### src/rtl/display_pkg.sv
// rtl/display_pkg.sv - segment encodings, display constants and converter state type
package display_pkg;

  localparam int COM_W = 8;

  // Segment order {a,b,c,d,e,f,g,dp}, active-high, a = MSB
  localparam logic [7:0] SEG_0     = 8'b11111100;
  localparam logic [7:0] SEG_1     = 8'b01100000;
  localparam logic [7:0] SEG_2     = 8'b11011010;
  localparam logic [7:0] SEG_3     = 8'b11110010;
  localparam logic [7:0] SEG_4     = 8'b01100110;
  localparam logic [7:0] SEG_5     = 8'b10110110;
  localparam logic [7:0] SEG_6     = 8'b10111110;
  localparam logic [7:0] SEG_7     = 8'b11100000;
  localparam logic [7:0] SEG_8     = 8'b11111110;
  localparam logic [7:0] SEG_9     = 8'b11110110;
  localparam logic [7:0] SEG_A     = 8'b11101110;
  localparam logic [7:0] SEG_B     = 8'b00111110;
  localparam logic [7:0] SEG_C     = 8'b10011100;
  localparam logic [7:0] SEG_D     = 8'b01111010;
  localparam logic [7:0] SEG_E     = 8'b10011110;
  localparam logic [7:0] SEG_F     = 8'b10001110;
  localparam logic [7:0] SEG_BLANK = 8'b00000000;
  localparam logic [7:0] SEG_DASH  = 8'b00000010;

  typedef enum logic [1:0] {
    CONV_IDLE,
    CONV_LOAD,
    CONV_SHIFT,
    CONV_COMMIT
  } conv_state_t;

  // Letters only appear when hex display is built in; decimal digits never exceed 9
  function automatic logic [7:0] seg_encode(input logic [3:0] digit);
    case (digit)
      4'd0:    return SEG_0;
      4'd1:    return SEG_1;
      4'd2:    return SEG_2;
      4'd3:    return SEG_3;
      4'd4:    return SEG_4;
      4'd5:    return SEG_5;
      4'd6:    return SEG_6;
      4'd7:    return SEG_7;
      4'd8:    return SEG_8;
      4'd9:    return SEG_9;
      4'd10:   return SEG_A;
      4'd11:   return SEG_B;
      4'd12:   return SEG_C;
      4'd13:   return SEG_D;
      4'd14:   return SEG_E;
      default: return SEG_F;
    endcase
  endfunction

endpackage

### src/rtl/bin2bcd_seq.sv
// rtl/bin2bcd_seq.sv - sequential double-dabble converter with shadow result (hex bypass: SCAN_DISPLAY_HEX_EN)
module bin2bcd_seq
  import display_pkg::*;
#(
  parameter int VALUE_W = 16,
  parameter int DIGITS  = 5
) (
  input  logic                clk,
  input  logic                rst_n,
  input  logic                i_start,
  input  logic [VALUE_W-1:0]  i_value,
`ifdef SCAN_DISPLAY_HEX_EN
  input  logic                i_hex_mode,
`endif
  output logic                o_done,
  output logic [4*DIGITS-1:0] o_bcd,
  output logic                o_overflow
);

  localparam int BCD_W = 4 * DIGITS;
  localparam int CNT_W = $clog2(VALUE_W + 1);

  function automatic logic [63:0] ipow(input int base, input int n);
    logic [63:0] r;
    r = 64'd1;
    for (int k = 0; k < n; k++) r = r * 64'(base);
    return r;
  endfunction

  localparam logic [63:0] DEC_LIMIT = ipow(10, DIGITS);
`ifdef SCAN_DISPLAY_HEX_EN
  localparam logic [63:0] HEX_LIMIT = ipow(16, DIGITS);
`endif

  conv_state_t        r_state;
  conv_state_t        w_next;
  logic [VALUE_W-1:0] r_bin;
  logic [BCD_W-1:0]   r_work;
  logic [CNT_W-1:0]   r_cnt;
  logic               r_ovf_pend;
  logic               r_hex;
  logic [BCD_W-1:0]   r_bcd;
  logic               r_ovf;
  logic               r_done;

  logic [BCD_W-1:0]   w_adj;
  logic [BCD_W-1:0]   w_hex_bcd;
  logic [63:0]        w_value_ext;
  logic [63:0]        w_limit;
  logic               w_load_hex;

  assign w_value_ext = {{(64 - VALUE_W){1'b0}}, i_value};
  assign w_hex_bcd   = BCD_W'(r_bin);

`ifdef SCAN_DISPLAY_HEX_EN
  assign w_load_hex = i_hex_mode;
  assign w_limit    = i_hex_mode ? HEX_LIMIT : DEC_LIMIT;
`else
  assign w_load_hex = 1'b0;
  assign w_limit    = DEC_LIMIT;
`endif

  // Add-3 correction on every BCD digit that is 5 or more before the shift
  always_comb begin
    w_adj = r_work;
    for (int d = 0; d < DIGITS; d++) begin
      if (r_work[4*d +: 4] >= 4'd5) w_adj[4*d +: 4] = r_work[4*d +: 4] + 4'd3;
    end
  end

  // Next-state logic: hex loads skip straight to COMMIT
  always_comb begin
    w_next = r_state;
    case (r_state)
      CONV_IDLE:   if (i_start) w_next = CONV_LOAD;
      CONV_LOAD:   w_next = w_load_hex ? CONV_COMMIT : CONV_SHIFT;
      CONV_SHIFT:  if (r_cnt == CNT_W'(VALUE_W - 1)) w_next = CONV_COMMIT;
      CONV_COMMIT: w_next = CONV_IDLE;
      default:     w_next = CONV_IDLE;
    endcase
  end

  // State register
  always_ff @(posedge clk or negedge rst_n) begin
    if (!rst_n) r_state <= CONV_IDLE;
    else        r_state <= w_next;
  end

  // Datapath: sample at LOAD, shift VALUE_W times, publish result and overflow together at COMMIT
  always_ff @(posedge clk or negedge rst_n) begin
    if (!rst_n) begin
      r_bin      <= '0;
      r_work     <= '0;
      r_cnt      <= '0;
      r_ovf_pend <= 1'b0;
      r_hex      <= 1'b0;
      r_bcd      <= '0;
      r_ovf      <= 1'b0;
      r_done     <= 1'b0;
    end else begin
      r_done <= 1'b0;
      case (r_state)
        CONV_LOAD: begin
          r_bin      <= i_value;
          r_work     <= '0;
          r_cnt      <= '0;
          r_hex      <= w_load_hex;
          r_ovf_pend <= (w_value_ext >= w_limit);
        end
        CONV_SHIFT: begin
          r_work <= {w_adj[BCD_W-2:0], r_bin[VALUE_W-1]};
          r_bin  <= r_bin << 1;
          r_cnt  <= r_cnt + CNT_W'(1);
        end
        CONV_COMMIT: begin
          r_bcd  <= r_hex ? w_hex_bcd : r_work;
          r_ovf  <= r_ovf_pend;
          r_done <= 1'b1;
        end
        default: ;
      endcase
    end
  end

  assign o_done     = r_done;
  assign o_bcd      = r_bcd;
  assign o_overflow = r_ovf;

endmodule

### src/rtl/scan_display_ctrl.sv
// rtl/scan_display_ctrl.sv - multiplexed 7-segment display scanner (optional hex mode: SCAN_DISPLAY_HEX_EN)
module scan_display_ctrl
  import display_pkg::*;
#(
  parameter int VALUE_W  = 16,
  parameter int DIGITS   = 5,
  parameter int SCAN_DIV = 1000
) (
  input  logic               clk,
  input  logic               rst,
  input  logic               enable,
  input  logic [VALUE_W-1:0] value,
  input  logic               blank_lz,
`ifdef SCAN_DISPLAY_HEX_EN
  input  logic               hex_mode,
`endif
  output logic [COM_W-1:0]   seg_COM,
  output logic [7:0]         seg_DATA,
  output logic               conv_done
);

  localparam int PRE_W = $clog2(SCAN_DIV);

  logic [PRE_W-1:0]    r_presc;
  logic [2:0]          r_idx;
  logic [COM_W-1:0]    r_com;
  logic [7:0]          r_data;

  logic [4*DIGITS-1:0] w_shadow;
  logic                w_overflow;
  logic                w_tc;
  logic                w_last_pos;
  logic [3:0]          w_digit;
  logic                w_lead_zero;
  logic [7:0]          w_seg;
  logic [COM_W-1:0]    w_com;

  bin2bcd_seq #(
    .VALUE_W (VALUE_W),
    .DIGITS  (DIGITS)
  ) u_conv (
    .clk        (clk),
    .rst_n      (rst),
    .i_start    (1'b1),
    .i_value    (value),
`ifdef SCAN_DISPLAY_HEX_EN
    .i_hex_mode (hex_mode),
`endif
    .o_done     (conv_done),
    .o_bcd      (w_shadow),
    .o_overflow (w_overflow)
  );

  assign w_tc       = (r_presc == PRE_W'(SCAN_DIV - 1));
  assign w_last_pos = (r_idx == 3'(DIGITS - 1));

  // Prescaler and digit index; disabling parks both at zero so re-enable starts a full hold on position 0
  always_ff @(posedge clk or negedge rst) begin
    if (!rst) begin
      r_presc <= '0;
      r_idx   <= '0;
    end else if (!enable) begin
      r_presc <= '0;
      r_idx   <= '0;
    end else if (w_tc) begin
      r_presc <= '0;
      r_idx   <= w_last_pos ? 3'd0 : r_idx + 3'd1;
    end else begin
      r_presc <= r_presc + PRE_W'(1);
    end
  end

  // Select current digit, decide blanking/dash, and build the active-low digit strobe
  always_comb begin
    w_digit     = 4'd0;
    w_lead_zero = (r_idx != 3'd0);
    for (int d = 0; d < DIGITS; d++) begin
      if (r_idx == 3'(d)) w_digit = w_shadow[4*d +: 4];
      if ((3'(d) >= r_idx) && (w_shadow[4*d +: 4] != 4'd0)) w_lead_zero = 1'b0;
    end
    if (w_overflow)                  w_seg = SEG_DASH;
    else if (blank_lz && w_lead_zero) w_seg = SEG_BLANK;
    else                             w_seg = seg_encode(w_digit);
    w_com        = {COM_W{1'b1}};
    w_com[r_idx] = 1'b0;
  end

  // Registered pin drivers; COM and DATA come from the same index and shadow snapshot
  always_ff @(posedge clk or negedge rst) begin
    if (!rst) begin
      r_com  <= {COM_W{1'b1}};
      r_data <= SEG_BLANK;
    end else if (!enable) begin
      r_com  <= {COM_W{1'b1}};
      r_data <= SEG_BLANK;
    end else begin
      r_com  <= w_com;
      r_data <= w_seg;
    end
  end

  assign seg_COM  = r_com;
  assign seg_DATA = r_data;

endmodule

### config.mk
export PLATFORM = sky130hd
export DESIGN_NAME = scan_display_ctrl
export DESIGN_NICKNAME = d
export VERILOG_FILES = /design/src/rtl/display_pkg.sv /design/src/rtl/bin2bcd_seq.sv /design/src/rtl/scan_display_ctrl.sv
export SDC_FILE = /design/constraint.sdc
export NUM_CORES = 1
export LEC_CHECK = 0
export ABC_CLOCK_PERIOD_IN_PS = 2400
export BUFFER_PORTS_ARGS = -buffer_cell sky130_fd_sc_hd__buf_2
export CAP_MARGIN = 25
export CORE_MARGIN = 4
export CORE_UTILIZATION = 40
export CTS_BUF_LIST = sky130_fd_sc_hd__clkbuf_4 sky130_fd_sc_hd__clkbuf_8 sky130_fd_sc_hd__clkbuf_16
export DETAILED_ROUTE_END_ITERATION = 16
export PLACE_DENSITY = 0.65
export SLEW_MARGIN = 20
export SYNTH_ARGS = -nofsm -noshare
export SYNTH_HDL_FRONTEND = slang
export SYNTH_HIERARCHICAL = 1
export SYNTH_SLANG_ARGS = --single-unit
export TNS_END_PERCENT = 30
### constraint.sdc
create_clock -name clk -period 2.4 [get_ports clk]
set_input_delay 0 -clock clk [delete_from_list [all_inputs] [get_ports clk]]
set_output_delay 0 -clock clk [all_outputs]
set_load 0.005 [all_outputs]
# After elaboration in Yosys (flattened, before gate mapping)
# Memories as Yosys holds them, arrays and structs flattened.
# Cells that the tools add are included.
[word_totals]
register_bits = 95
rom_bits = 112
output_inout_bits = 17
mem_count = 1
[classes]
add_sub_neg = 8
magnitude_cmp = 13
eq_ne = 11
muxes = 32
n_bitwise = 1
reduce_logical = 16
[mem_list]
columns = ["name", "depth", "word_bits", "rd", "rd_clocked_by_memory_dff", "wr", "line_no", "source"]
rows = [
  ["(name not given)", 16, 7, 1, 0, 0, "display_pkg.sv:35", "case (digit)"],
]
[op_table]
columns = ["cell", "count"]
rows = [
  ["20-bit case mux with 2 select lines", 1],
  ["4-bit 2-to-1 mux", 9],
  ["8-bit 2-to-1 mux", 4],
  ["16-bit case mux with 2 select lines", 1],
  ["4-bit by 3-bit greater-or-equal comparator with 1-bit output, second input constant", 5],
  ["10-bit 2-to-1 mux", 2],
  ["4-bit nonzero test", 5],
  ["16-bit by 17-bit greater-or-equal comparator with 1-bit output, second input constant", 1],
  ["4-bit by 2-bit adder with 4-bit output, second input constant", 4],
  ["3-bit 2-to-1 mux", 4],
  ["10-bit by 1-bit adder with 10-bit output, second input constant", 1],
  ["10-bit == test, second input constant", 1],
  ["5-bit case mux with 2 select lines", 1],
  ["8-bit NOT", 1],
  ["2-bit case mux with 4 select lines", 1],
  ["1-bit logical AND", 7],
  ["1-bit 2-to-1 mux", 7],
  ["3-bit by 2-bit == test with 1-bit output, second input constant", 2],
  ["1-bit by 3-bit greater-or-equal comparator with 1-bit output, first input constant", 2],
  ["2-bit by 3-bit greater-or-equal comparator with 1-bit output, first input constant", 2],
  ["5-bit by 1-bit adder with 5-bit output, second input constant", 1],
  ["5-bit by 4-bit == test with 1-bit output, second input constant", 1],
  ["2-bit == test, second input constant", 2],
  ["3-bit by 4-bit less-than comparator with 1-bit output, second input constant", 1],
  ["14 further kinds", 15],
]

# Longest topological paths before layout
[logic_depth]
word_depth = 11
depth_mapped = 12
depth_no_buf = 10

# Cells and area by module
# The synthesis kept the hierarchy.
[modules_own_cells]
columns = ["mod", "n_inst", "cells_each", "area_each_um2", "seq_area_each_um2"]
rows = [
  ["bin2bcd_seq", 1, 286, 3186.8, 1601.5],
  ["scan_display_ctrl", 1, 179, 1761.7, 710.7],
]

# Worst setup path before layout
# Ideal clock, no wire load.
[synth_timing]
kind = "reg-to-reg"
startpoint = "register r_idx[0]"
endpoint = "register r_data[2] (netlist: seg_DATA[2])"
arrival_ps = 2230
required_ps = 2289
path_slack_ps = 59
path_stages_with_launch = 13
n_path_buf = 3
synth_period_minus_slack_ps = 2341
path_cell_list = "dfrtp_1 > buf_6 > inv_1 > ha_1 > clkbuf_4 > a32oi_1 > o211a_1 > clkbuf_8 > inv_1 > ha_1 > nand2_2 > a21oi_1 > a2111oi_2"
[synth_via]
elab_chain_cells = 11
word_cells_on_any_way = 31
classes_between = "order compare (5); eq/ne (4); mux (13); reduce/logical (8); memory (1)"
[synth_rtl]
columns = ["item", "line_no", "source"]
rows = [
  ["from (decl)", "scan_display_ctrl.sv:25", "logic [2:0] r_idx;"],
  ["from (signal assigned)", "scan_display_ctrl.sv:67", "r_idx <= w_last_pos ? 3'd0 : r_idx + 3'd1;"],
  ["parallel branches: the longest is 8 deep, another holds memory read 16 x 7 bit", "n/a", ""],
  ["8-bit 2-to-1 mux *", "scan_display_ctrl.sv:82", "else if (blank_lz && w_lead_zero) w_seg = SEG_BLANK;"],
  ["8-bit 2-to-1 mux *", "scan_display_ctrl.sv:81", "if (w_overflow) w_seg = SEG_DASH;"],
  ["8-bit 2-to-1 mux *", "scan_display_ctrl.sv:93", "end else if (!enable) begin"],
  ["to (signal assigned)", "scan_display_ctrl.sv:98", "r_data <= w_seg;"],
  ["to (decl)", "scan_display_ctrl.sv:27", "logic [7:0] r_data;"],
]
# Every way passes the cells marked *.
# A chain may end at the register's enable or synchronous reset.

# Worst setup path in the final report
[layout_timing]
startpoint = "register r_idx[1]"
endpoint = "register r_data[6] (netlist: seg_DATA[6])"
# Same word-level chain as after synthesis.

==> flow_summary_export.csv <==
group,metric,value,unit
synth,synth-seq-area-share,46.7,%
floorplanning,core_area,12100,µm²
clock_network,h-tree-depth,3,
detailed_routing,post_drt_via_cell_ratio,5.23,
synth,synth_top_area_cell,"dfrtp_1",
synth,synth_nets,508,
sta,setup_viol,0,
run,drv_cap,0,
sta,maxSlewViolCount,0,
synth,netlist.area_leader.share,42.5,%
power_and_ir_drop,p_per_area,949,nW/µm²
critical_path,critPathKind,"flip-flop to flip-flop",
placement,io_buffers,35,
grt,grt_pass1_wl,17.2,mm
detailed_routing,drcViolationCount,0,
floorplanning,die_area,14200,µm²
synth,ys_types,66,
min_path,hold_class,"primary input to flip-flop",
sta,max-slew-margin-rel,61.6,%
final_layout,diodes,0,
critical_path,worstSetupEndpointType,"flip-flop",
sta,finalSetupTns,0,ns
clock_network,cts_buffers,9,
critical_path,start_kind,"flip-flop",
final_layout,layout-drive-gt1-share,22.4,%
clock_network,clkSinkCount,92,
sta,rsz0062_at_grt,"no",
grt,grtUsageTotal,14.5,%
critical_path,critical_path_arrival,2.40,ns
floorplanning,row_count,40,
synth,synth.area.top_cells,"dfrtp_1 (42%), ha_1 (5.8%), mux2_2 (4.6%)",
detailed_routing,ant_nets,0,
clock_network,clock_path_buffers,2,
synth,synth_area,4950,µm²
grt,antenna_found_initial,0,
placement,place.detailed.hpwl,6.80,mm
critical_path,critPathLaunch,"r_idx[1]$_DFFE_PN0P_",
critical_path,cp_max_fo,7,
detailed_routing,drt_first_pass_iters,4,
power_and_ir_drop,peakVddDrop,0.800,mV
final_layout,final_common_cell,"dfrtp_1",
sta,whs,0.166,ns
placement,gp_congestion,0.837,
clock_network,clk-insertion-delay-late,0.34,ns
synth,syn_avg_cell_area,10.6,µm²
sta,fmax,0.464,GHz
detailed_routing,wl_per_cell,14.0,µm
final_layout,synthToLayoutAreaGrowth,17.8,%
grt,grt_max_degree,47,
clock_network,cts_post_setup_buffers_inserted,0,
final_layout,layout.nets,564,
grt,first_global_vias,3676,
detailed_routing,routed_wl,9.73,mm
detailed_routing,drtIter0Drc,264,
min_path,hold_start,"blank_lz",
sta,final-hold-violation-count,0,
run_status,status,"finished, final reports clean",
clock_network,clkTransAtPathRegs,0.06,ns
synth,synth_edf_count,0,
synth,synthesis.instances,465,
critical_path,r2r_start,"r_idx[1]$_DFFE_PN0P_",
synth,ys.flop_type,"dfrtp_1",
clock_network,cts_tree,"built",
floorplanning,io-pin-count,37,
clock_network,cts_root_buffer,"clkbuf_16",
synth,yosys_warnings,6,
sta,worst_slew_pin_slew,0.577,ns
grt,grt_overflow,0,
sta,finClkSkew,0.00525,ns
synth,ys_seq_elements,92,
floorplanning,start_util,41.0,%
detailed_routing,vias,3628,
synth,async_flop_share,100,%
floorplanning,die_y,119,µm
final_layout,mostFrequentLayoutCells,"dfrtp_1 (83), nor2_1 (34), buf_2 (34), inv_1 (29), a21oi_1 (29)",
floorplanning,die_x,119,µm
power_and_ir_drop,leakagePower,2.56,nW
sta,final.min_clock_period,2.16,ns
critical_path,required,2.64,ns
final_layout,fillers,1092,
sta,fin_crit_sh,89.9,%
final_layout,final_util,48.3,%
-- state kept, by name (all words and copies together) (netlist names) --
name,flops
r_idx,3
r_presc,10
seg_COM,8
seg_DATA,7
u_conv/o_bcd,20
u_conv/o_done,1
u_conv/r_bin,16
u_conv/r_cnt,5
u_conv/r_state,2
u_conv/r_work,20
-- layer usage --
layer / wire length [µm] / vias up / global-route usage, %
li1: - / 1798 / -
met1: 4510 / 1744 / 18.7
met2: 4700 / 74 / 24.0
met3: 374 / 12 / 3.85
met4: 142 / 0 / 4.34
met5: 0 / - / 0
-- final timing paths --
kind,slack (ns),to,depth (start not counted)
worst max-delay path,0.24,seg_DATA[6]$_DFF_PN0_,8
worst min-delay path,0.17,seg_DATA[2]$_DFF_PN0_,4
worst max register to register,0.24,seg_DATA[6]$_DFF_PN0_,8
worst min register to register,0.46,r_presc[0]$_DFF_PN0_,1
max in group asynchronous,1.47,seg_COM[7]$_DFF_PN1_,3
min in group asynchronous,0.20,r_presc[7]$_DFF_PN0_,2
-- stage by stage --
step | setup WS [ns] | instance area (µm²) | cells | power (mW)
final | 0.243 | 5830 | 694 | 5.53
after global routing | 0.0418 | 5830 | 694 | 5.92
after CTS | 0.136 | 5830 | 694 | 5.61
after detailed placement | 0.165 | 5310 | 660 | 4.00
after global placement | 0.277 | 5310 | 660 | 3.93
after floorplan | 0.0586 | 4950 | 465 | 3.50
-- cells by family after synthesis --
logic type	after synthesis	share of synthesized area [%]
xor gates and xnor gates	12	2.12
DFF	92	46.7
adders and majority gates	23	5.82
other	3	0.228
AOI/OAI and AO/OA	111	16.9
muxes	41	8.80
and+or+nand+nor	128	13.8
buffers and inverters	55	5.64
-- worst max-delay path: stages (launching register included) --
cell	delay, ns
dfrtp_2	0.46
ha_1	0.26
nor2_1	0.23
o21ai_0	0.14
o211a_1	0.26
ha_1	0.30
o21ai_0	0.07
o21ai_0	0.10
a211oi_1	0.23
-- synth_stat cells, types with 12 or more instances --
library cell	n
buf_2	12
o221ai_1	12
inv_1	29
nor2_1	35
a21oi_1	29
ha_1	23
dfrtp_1	84
mux2_2	20
o21ai_0	13
mux2i_1	21
nand2_1	16
nand3_1	27
-- final cells by class --
type                       instances  area [µm²]  share of cell area, %
timing repair buffer              69         490                   8.41
sequential                        92        2310                   39.7
multi-input combinational        318        2360                   40.5
tap                              168         210                   3.61
inverter                          31         116                   2.00
clock inverter                     3        68.8                   1.18
clock buffer                      13         268                   4.59
-- report_power, final --
part	leakage [nW]	switching, mW	internal [mW]
Combinational	1.19	1.20	0.797
Sequential	1.19	0.154	1.82
Clock	0.167	0.569	0.995
Total	2.56	1.92	3.61
-- timing repair --
item                                    in CTS  in global routing
endpoints found under the setup margin       0                  3
hold buffers                                18                  0
endpoints found under the hold margin       63                  0
gates resized for setup                      0                  2
Note: power is estimated with default switching activity, not from simulation.
